`src/rtl/apb_timer_pkg.sv`:
```
// Shared constants for the APB timer: register word indices, CTRL bit positions
// and the APB transfer state encoding.
package apb_timer_pkg;

   // Register word index = byte offset / 4, taken from paddr[4:2].
   localparam logic [2:0] CTRL_OFS     = 3'd0;
   localparam logic [2:0] PRESCALE_OFS = 3'd1;
   localparam logic [2:0] COUNT_OFS    = 3'd2;
   localparam logic [2:0] COMPARE_OFS  = 3'd3;
   localparam logic [2:0] STATUS_OFS   = 3'd4;

   localparam int CTRL_EN          = 0;
   localparam int CTRL_AUTO_RELOAD = 1;
   localparam int CTRL_IRQ_EN      = 2;

   typedef enum logic [1:0] {
      IDLE   = 2'd0,
      ACCESS = 2'd1,
      WAIT   = 2'd2
   } apb_state_e;

endpackage

```
`src/rtl/apb_timer_prescaler.sv`:
```
// Prescaler for the APB timer: pcnt runs 0..P while enabled and tick pulses on pcnt==P.
module apb_timer_prescaler (
   input  logic        clk_i,
   input  logic        rst_ni,
   input  logic        en_i,
   input  logic [15:0] presc_i,
   input  logic        restart_i,
   output logic        tick_o
);

   logic [15:0] pcnt_q, pcnt_d;

   assign tick_o = en_i & (pcnt_q == presc_i);

   always_comb begin
      pcnt_d = pcnt_q + 16'd1;
      if (!en_i || restart_i || tick_o) begin
         pcnt_d = '0;
      end
   end

   always_ff @(posedge clk_i) begin
      if (!rst_ni) begin
         pcnt_q <= '0;
      end else begin
         pcnt_q <= pcnt_d;
      end
   end

endmodule

```
`src/rtl/apb_timer_unit.sv`:
```
// APB timer peripheral: prescaled up-counter, compare, sticky MATCH and level irq.
// Define APB_TIMER_WAIT_STATE_EN to insert exactly one wait state per transfer.
module apb_timer_unit
   import apb_timer_pkg::*;
#(
   parameter int APB_ADDR_WIDTH = 12,
   parameter int APB_DATA_WIDTH = 32,
   parameter int CNT_WIDTH      = 32
) (
   input  logic                      clk_i,
   input  logic                      rst_ni,
   input  logic                      penable_i,
   input  logic                      pwrite_i,
   input  logic [APB_ADDR_WIDTH-1:0] paddr_i,
   input  logic                      psel_i,
   input  logic [APB_DATA_WIDTH-1:0] pwdata_i,
   output logic [APB_DATA_WIDTH-1:0] prdata_o,
   output logic                      pready_o,
   output logic                      pslverr_o,
   output logic                      irq_o
);

   apb_state_e                state_q, state_d;
   logic [2:0]                addr_q, addr_d;
   logic [APB_DATA_WIDTH-1:0] prdata_q, prdata_d;
   logic [2:0]                ctrl_q, ctrl_d;
   logic [15:0]               presc_q, presc_d;
   logic [CNT_WIDTH-1:0]      count_q, count_d;
   logic [CNT_WIDTH-1:0]      cmp_q, cmp_d;
   logic                      match_q, match_d;
   logic                      irq_q, irq_d;

   logic                      setup, done, wr_en, addr_err, tick, restart, hit;
   logic [2:0]                rd_idx;
   logic [APB_DATA_WIDTH-1:0] rd_data;
   logic                      unused_bits;

   assign unused_bits = ^{paddr_i[APB_ADDR_WIDTH-1:5], paddr_i[1:0], pwdata_i};

   // Handshake: a transfer starts with psel=1/penable=0 (setup) and completes on the
   // single cycle where pready_o=1; pwrite/paddr/pwdata are held stable until then,
   // and pslverr_o/prdata_o are only meaningful while pready_o=1.
   assign setup    = psel_i & ~penable_i;
   assign addr_err = (addr_q > STATUS_OFS);
`ifdef APB_TIMER_WAIT_STATE_EN
   assign done     = (state_q == WAIT);
`else
   assign done     = (state_q == ACCESS) & psel_i & penable_i;
`endif
   assign wr_en    = done & pwrite_i & ~addr_err;
   assign hit      = (count_q == cmp_q);
   assign restart  = wr_en & ((addr_q == PRESCALE_OFS) |
                              ((addr_q == CTRL_OFS) & ~pwdata_i[CTRL_EN]));

   apb_timer_prescaler u_prescaler (
      .clk_i     (clk_i),
      .rst_ni    (rst_ni),
      .en_i      (ctrl_q[CTRL_EN]),
      .presc_i   (presc_q),
      .restart_i (restart),
      .tick_o    (tick)
   );

   // Setup decodes the live address; later samples use the latched one.
   assign rd_idx = (state_q == IDLE) ? paddr_i[4:2] : addr_q;

   always_comb begin
      rd_data = '0;
      unique case (rd_idx)
         CTRL_OFS:     rd_data[2:0]           = ctrl_q;
         PRESCALE_OFS: rd_data[15:0]          = presc_q;
         COUNT_OFS:    rd_data[CNT_WIDTH-1:0] = count_q;
         COMPARE_OFS:  rd_data[CNT_WIDTH-1:0] = cmp_q;
         STATUS_OFS:   rd_data[0]             = match_q;
         default:      rd_data                = '0;
      endcase
   end

   always_comb begin
      state_d  = state_q;
      addr_d   = addr_q;
      prdata_d = prdata_q;
      unique case (state_q)
         IDLE: begin
            prdata_d = '0;
            if (setup) begin
               state_d  = ACCESS;
               addr_d   = paddr_i[4:2];
               prdata_d = rd_data;
            end
         end
`ifdef APB_TIMER_WAIT_STATE_EN
         ACCESS: begin
            state_d  = WAIT;
            prdata_d = rd_data;
         end
         WAIT: begin
            state_d  = IDLE;
            prdata_d = '0;
         end
`else
         ACCESS: begin
            if (done) begin
               state_d  = IDLE;
               prdata_d = '0;
            end
         end
`endif
         default: begin
            state_d  = IDLE;
            prdata_d = '0;
         end
      endcase
   end

   // Priority: tick update, then bus write (COUNT write wins), then MATCH set (beats clear).
   always_comb begin
      ctrl_d  = ctrl_q;
      presc_d = presc_q;
      count_d = count_q;
      cmp_d   = cmp_q;
      match_d = match_q;
      irq_d   = match_q & ctrl_q[CTRL_IRQ_EN];
      if (tick) begin
         count_d = (hit && ctrl_q[CTRL_AUTO_RELOAD]) ? '0 : count_q + CNT_WIDTH'(1);
      end
      if (wr_en) begin
         unique case (addr_q)
            CTRL_OFS:     ctrl_d  = pwdata_i[2:0];
            PRESCALE_OFS: presc_d = pwdata_i[15:0];
            COUNT_OFS:    count_d = pwdata_i[CNT_WIDTH-1:0];
            COMPARE_OFS:  cmp_d   = pwdata_i[CNT_WIDTH-1:0];
            STATUS_OFS:   if (pwdata_i[0]) match_d = 1'b0;
            default:      ;
         endcase
      end
      if (tick && hit) begin
         match_d = 1'b1;
      end
   end

   always_ff @(posedge clk_i) begin
      if (!rst_ni) begin
         state_q  <= IDLE;
         addr_q   <= '0;
         prdata_q <= '0;
         ctrl_q   <= '0;
         presc_q  <= '0;
         count_q  <= '0;
         cmp_q    <= '0;
         match_q  <= 1'b0;
         irq_q    <= 1'b0;
      end else begin
         state_q  <= state_d;
         addr_q   <= addr_d;
         prdata_q <= prdata_d;
         ctrl_q   <= ctrl_d;
         presc_q  <= presc_d;
         count_q  <= count_d;
         cmp_q    <= cmp_d;
         match_q  <= match_d;
         irq_q    <= irq_d;
      end
   end

   assign prdata_o  = prdata_q;
   assign pready_o  = done;
   assign pslverr_o = done & addr_err;
   assign irq_o     = irq_q;

endmodule

```
`config.mk`:
```
export PLATFORM = sky130hd
export DESIGN_NAME = apb_timer_unit
export DESIGN_NICKNAME = d
export VERILOG_FILES = /design/src/rtl/apb_timer_pkg.sv /design/src/rtl/apb_timer_prescaler.sv /design/src/rtl/apb_timer_unit.sv
export SDC_FILE = /design/constraint.sdc
export NUM_CORES = 1
export LEC_CHECK = 0
export CAP_MARGIN = 20
export CORE_AREA = 2 2 120 122
export CTS_BUF_LIST = sky130_fd_sc_hd__clkbuf_16
export CTS_CLUSTER_DIAMETER = 120
export CTS_CLUSTER_SIZE = 12
export DETAILED_ROUTE_END_ITERATION = 7
export DIE_AREA = 0 0 122 124
export GPL_TIMING_DRIVEN = 1
export PLACE_DENSITY = 0.84
export SLEW_MARGIN = 30
export SYNTH_ARGS = -nofsm -noshare
export SYNTH_HDL_FRONTEND = slang
export SYNTH_SLANG_ARGS = --single-unit
```
`constraint.sdc`:
```
create_clock -name clk_i -period 2.17 [get_ports clk_i]
set_input_delay 0.434 -clock clk_i [delete_from_list [all_inputs] [get_ports clk_i]]
set_output_delay 0.434 -clock clk_i [all_outputs]
set_load 0.005 [all_outputs]
```
==> results of run 1 <==
-- sequential cells by signal, summed over array words and instances (netlist names), 3 cells and up --
register	cells
presc_q	16
count_q	32
u_prescaler.pcnt_q	16
prdata_o	32
ctrl_q	3
addr_q	3
cmp_q	32
-- final cells by class --
| type | count | area (sq um) | area share |
|---|---|---|---|
| clock inverter | 15 | 183.9 | 0.02008 |
| timing repair buffer | 175 | 1635 | 0.1786 |
| clock buffer | 17 | 425.4 | 0.04645 |
| sequential | 137 | 2760 | 0.3014 |
| multi-input combinational | 643 | 3897 | 0.4256 |
| tap | 180 | 225.2 | 0.02459 |
| inverter | 8 | 30.03 | 0.003279 |
-- logic make-up (layout without fill, tap and decap cells) --
kind of cell / count (synthesis) / count (layout) / share of synthesized area
XOR/XNOR: 82 / 82 / 0.1066
adder cells (fa/ha/maj): 2 / 2 / 0.003714
AND/OR/NAND/NOR: 360 / 360 / 0.2454
AO/OA/AOI/OAI: 158 / 158 / 0.1334
multiplexers: 41 / 41 / 0.06482
flip-flops: 137 / 137 / 0.4071
buffers and inverters: 65 / 215 / 0.03900
-- repair_timing --
item / CTS / global route
hold endpoints to repair: 0 / 0
endpoints found under the setup margin: 6 / 40
gates cloned: 0 / 0
resized for setup: 5 / 36
setup buffers: 1 / 0
pin swaps: 1 / 7
-- worst max-delay path, stage by stage (launching register included) --
cell and delay, ps:
dfxtp_2 340, xnor2_1 170, nand4_1 160, or3_4 410, or4_4 600, o31a_1 270
a22oi_1 170
-- report_power, final --
group          leakage, uW  total (uW)  internal, uW  switching [uW]
clock network     0.000297        3000          1900            1100
registers          0.00111        2540          2520            16.6
logic              0.00177         361           164             196
-- metal layers --
layer	wire (microns)	GRT usage	vias up
li1	-	-	3198
met1	8470	0.3366	3234
met2	10060	0.4543	355
met3	1568	0.05632	60
met4	584	0.1085	0
met5	0	0	-
-- cell usage in the layout, fill, tap and decap left out, types with 20 or more instances in the layout --
cell             synthesis  final
nor2_1                  79     79
dfxtp_1                137    125
nand3_1                 34     32
nand4_1                 23     23
clkdlybuf4s50_1          0     71
nand2_1                159    159
a21oi_1                 77     77
mux2i_1                 38     36
buf_4                    0     89
a22oi_1                 20     20
o21ai_0                 44     44
xnor2_1                 66     61
-- final timing paths --
path	slack [ps]	to	from	cells past startpoint
worst min-delay path	350	state_q[0]$_SDFFE_PN0P_	psel_i	3
worst min register to register	480	prdata_o[27]$_SDFFE_PN0P_	prdata_o[27]$_SDFFE_PN0P_	2
worst max register to register	-30	count_q[28]$_SDFF_PN0_	presc_q[13]$_SDFFE_PN0P_	6
worst max-delay path	-30	count_q[28]$_SDFF_PN0_	presc_q[13]$_SDFFE_PN0P_	6
-- metrics by stage --
| stage | area (sq um) | TNS, ps | power [uW] | utilization |
|---|---|---|---|---|
| 2_1_floorplan | 6739 | 0 | 2739 | - |
| 3_5_place_dp | 8356 | -1458 | 2942 | 0.6090 |
| 3_3_place_gp | 8356 | -1388 | 2938 | 0.6090 |
| 5_1_grt | 9158 | -760.8 | 6061 | 0.6675 |
| 6_report | 9158 | -43.52 | 5902 | 0.6675 |
| 4_1_cts | 8987 | 0 | 5919 | 0.6551 |
==> qor.yml, run 1 <==
status: "finished with violations"
violations: "setup timing"
async_reset_ff_frac: 0
fin_ws_ps: -34.15
grt_util_all_layers: 0.2693
grt_max_degree: 79
clockRootBuffer: "clkbuf_16"
synth_edf_count: 0
holdWs_ps: 348.5
num_rows: 43
rsz0062_at_grt: "true"
hold_path.class: "in2reg"
grt_pass1_wl_microns: 31620
wl_microns: 20680
hold_viol: 0
post-route-drc-count: 0
cts.sinks: 137
cts_hold_buf: 0
crit_required_ps: 2520
grt_pass1_vias: 6461
syn_area_sq_um: 6736
crit_path_end_kind: "flop"
cts_tree: "done"
worstSetupStartpointType: "flop"
cp_max_fo: 5
firstDrtPassIters: 7
synth_top_flop_cell: "dfxtp_1"
crit_arrival_ps: 2560
vias_per_cell: 5.827
numCtsBuffers: 17
synth_top_cells_by_count: "159 x nand2_1, 137 x dfxtp_1, 79 x nor2_1"
synth_warnings: 0
cap_violations: 0
die_area_sq_um: 15130
syn_to_final_growth_pct: 35.94
core_sq_um: 13720
synth_top_area_frac: 0.4071
grt-ovfl-total: 0
relSlewSlack: 0.6605
dp_slack_ps: -100.3
clk_latency_ps: 440
synthTopCellsByArea: "dfxtp_1 41%, nand2_1 8.9%, xnor2_1 8.6%"
p_leak_uw: 0.003177
finalSetupViolations: 2
port_buffers: 74
die_w_microns: 122
worst_slew_pin_slew_ps: 505.4
critPathKind: "reg2reg"
yosysSeqAreaShare: 0.4071
max_freq_mhz: 453.7
h-tree-depth: 4
die_y_microns: 124
antenna_found_initial: 0
p_per_area_nw_per_um2: 644.5
start_util: 0.4910
fin_cells: 1175
cts_buffer_depth: 2
yosysMostFrequentCell: "nand2_1"
syn_avg_cell_area_sq_um: 7.972
detail-route-antenna-nets: 0
gp_congestion: 0.9606
pin_count: 84
dp.cells: 1142
dpl.hpwl_microns: 13740
via_count: 6847
cts.clk_slew.worst_paths_ps: 60
post_drt_wl_per_cell_microns: 17.60
syn_nets: 896
maxSlewViolCount: 0
n_antenna_cell: 0
drive_gt1_frac: 0.1739
fillers: 1062
skew_ps: 6.452
fin_nets: 1033
ys_types: 46
period_needed_ps: 2204
drtIter0Drc: 740
min_period_over_period: 1.016
ys_seq_elements: 137
vdd_drop_max_v: 0.0005783
synth_area_leader_cell: "dfxtp_1"
synthCells: 845
Power figures use the tool's default switching activity.
==> run 2: changes to the inputs <==
--- a/config.mk
+++ b/config.mk
@@ -5,15 +5,17 @@
 export SDC_FILE = /design/constraint.sdc
 export NUM_CORES = 1
 export LEC_CHECK = 0
-export CAP_MARGIN = 20
-export CORE_AREA = 2 2 120 122
+export CAP_MARGIN = 15
+export CELL_PAD_IN_SITES_DETAIL_PLACEMENT = 0
+export CELL_PAD_IN_SITES_GLOBAL_PLACEMENT = 1
+export CORE_AREA = 2 2 138 140
 export CTS_BUF_LIST = sky130_fd_sc_hd__clkbuf_16
 export CTS_CLUSTER_DIAMETER = 120
 export CTS_CLUSTER_SIZE = 12
 export DETAILED_ROUTE_END_ITERATION = 7
-export DIE_AREA = 0 0 122 124
+export DIE_AREA = 0 0 140 142
 export GPL_TIMING_DRIVEN = 1
-export PLACE_DENSITY = 0.84
+export PLACE_DENSITY = 0.85
 export SLEW_MARGIN = 30
 export SYNTH_ARGS = -nofsm -noshare
 export SYNTH_HDL_FRONTEND = slang
==> run 2 against run 1 <==
  * The flow finishes with violations (DRC, setup timing)
  * Routed wire length is 3.2% lower
  * Die area increased by 31%
  * Final cell count grew 4.9%
  * Critical path depth grew 1
  * Combinational power barely moved
  * Flip-flop and latch count is the same
  * Clock skew up 0.69 ps
  * Utilization is 17 points lower
  * Hold slack better by 140 ps
  * Non-clock buffer count is 5 higher
  * First-iteration DRC count is 47% lower
  * Fmax is 0.68% higher
  * Critical path type unchanged
  * Largest cell class unchanged
  * Highest routed layer unchanged
==> qor.yml, run 2 (synthesis results as in run 1) <==
fin_cells: 1233  # +4.9%
p_per_area_nw_per_um2: 638.2  # -0.98%
relSlewSlack: 0.6334  # -0.02705
p_leak_uw: 0.003180  # about the same
cts_buffer_depth: 2  # unchanged
skew_ps: 7.139  # +0.6876 ps
num_rows: 50  # +16%
cts_tree: "done"
grt_pass1_wl_microns: 32220  # +1.9%
final_common_cell: "nand2_1"
post-cts-setup-buffers: 0  # -1
slowest_stage: "or4_4"
cts.clk_slew.worst_paths_ps: 60  # about the same
pin_count: 84  # unchanged
cp_top_family: "simple AND/OR/NAND/NOR gates"
drive_gt1_frac: 0.1642  # -0.009705
grt_max_degree: 47  # -41%
maxSlewViolCount: 0  # unchanged
port_buffers: 74  # unchanged
worst_slew_pin_slew_ps: 546.0  # +40.54 ps
finish.utilization: 0.4971  # -0.1704
cap_violations: 0  # unchanged
cts.sinks: 137  # unchanged
n_antenna_cell: 0  # unchanged
die_y_microns: 142  # +15%
violations: "DRC, setup timing"
clockRootBuffer: "clkbuf_16"
critPathKind: "reg2reg"
final_cell_mix: "159 x nand2_1, 131 x dfxtp_1, 94 x buf_4"
vdd_drop_max_v: 0.0005643  # -2.4%
grt-ovfl-total: 0  # unchanged
holdWs_ps: 485.9  # +137.4 ps
hold_viol: 0  # unchanged
hold_path.class: "reg2reg"
cp_slowest_stage_delay_ps: 590  # about the same
clk_latency_ps: 420  # -20 ps
die_w_microns: 140  # +15%
status: "finished with violations"
post-route-drc-count: 2  # +2
antenna_found_initial: 0  # unchanged
core_sq_um: 18460  # +35%
fin_ws_ps: -19.25  # +14.90 ps
fin_nets: 1038  # +0.48%
post_drt_wl_per_cell_microns: 16.24  # -7.7%
numCtsBuffers: 17  # unchanged
grt_pass1_vias: 6284  # -2.7%
worstPathCellList: "xor2_1 > nor4_2 > buf_4 > nand3_4 > or4_4 > o31a_1 > a22oi_1"
finalPower_uw: 5855  # -0.80%
drtIter0Drc: 394  # -47%
rsz0062_at_grt: "true"
start_util: 0.3650  # -0.1260
period_needed_ps: 2189  # -14.90 ps
cp_max_fo: 5  # unchanged
dpl.hpwl_microns: 14420  # +5.0%
die_area_sq_um: 19880  # +31%
wl_microns: 20030  # -3.2%
vias_per_cell: 5.268  # -9.6%
finalSetupViolations: 2  # unchanged
gp_congestion: 0.9110  # -5.2%
grt_util_all_layers: 0.2037  # -0.06557
via_count: 6495  # -5.1%
crit_buf_inv: 1  # +1
h-tree-depth: 4  # unchanged
detail-route-antenna-nets: 0  # unchanged
crit_required_ps: 2510  # about the same
worstSetupStartpointType: "flop"
max_freq_mhz: 456.8  # +0.68%
syn_to_final_growth_pct: 36.18
min_period_over_period: 1.009  # -0.006864
dp.cells: 1202  # +5.3%
crit_path_end_kind: "flop"
crit_arrival_ps: 2530  # -30 ps
firstDrtPassIters: 7  # unchanged
[run 2: metrics by stage]
stage	area, sq um	TNS, ps	worst slack (ps)
detailed placement	8456	-9207	-184.0
floorplan	6739	0	1.120
global placement	8456	-9584	-180.7
finish	9174	-31.56	-19.25
global route	9174	-598.4	-67.43
CTS	9091	0	1.660
[run 2: cell type report]
class                      instances  area [sq um]
fill                            1760          9281
clock buffer                      17         425.4
inverter                           8         30.03
clock inverter                    14         163.9
sequential                       137          2750
tap                              234         292.8
multi-input combinational        643          3854
timing repair buffer             180          1658
[run 2: routing by layer]
metal / vias to the layer above / track usage / share of wire
li1: 3217 / - / -
met4: 0 / 0.05210 / 0.0092
met1: 3099 / 0.2679 / 0.46
met2: 165 / 0.3443 / 0.48
met5: - / 0 / 0
met3: 14 / 0.04139 / 0.051
[run 2: where the power goes]
part           leakage, uW  internal [uW]  switching (uW)
combinational      0.00177            164             197
clock             0.000301           1880            1070
sequential         0.00111           2530            15.4
total              0.00318           4570            1280
[run 2: repair_timing]
item	4_1_cts	5_1_grt
hold buffers	0	0
setup endpoints to repair	19	28
resized for setup	12	16
pin swaps	2	2
[run 2: path summary, 6_finish.rpt]
path,depth (start not counted),slack [ps],to,from
hold reg to reg,2,490,cmp_q[21]$_SDFFE_PN0P_,cmp_q[21]$_SDFFE_PN0P_
hold / removal,2,490,cmp_q[21]$_SDFFE_PN0P_,cmp_q[21]$_SDFFE_PN0P_
setup / recovery,7,-20,count_q[30]$_SDFF_PN0_,u_prescaler.pcnt_q[7]$_SDFF_PP0_
setup reg to reg,7,-20,count_q[30]$_SDFF_PN0_,u_prescaler.pcnt_q[7]$_SDFF_PP0_
[run 2: tightest hold or removal path: stages (launching register included)]
cell and delay (ps):
dfxtp_1 330, nand2_1 60, a21oi_1 50
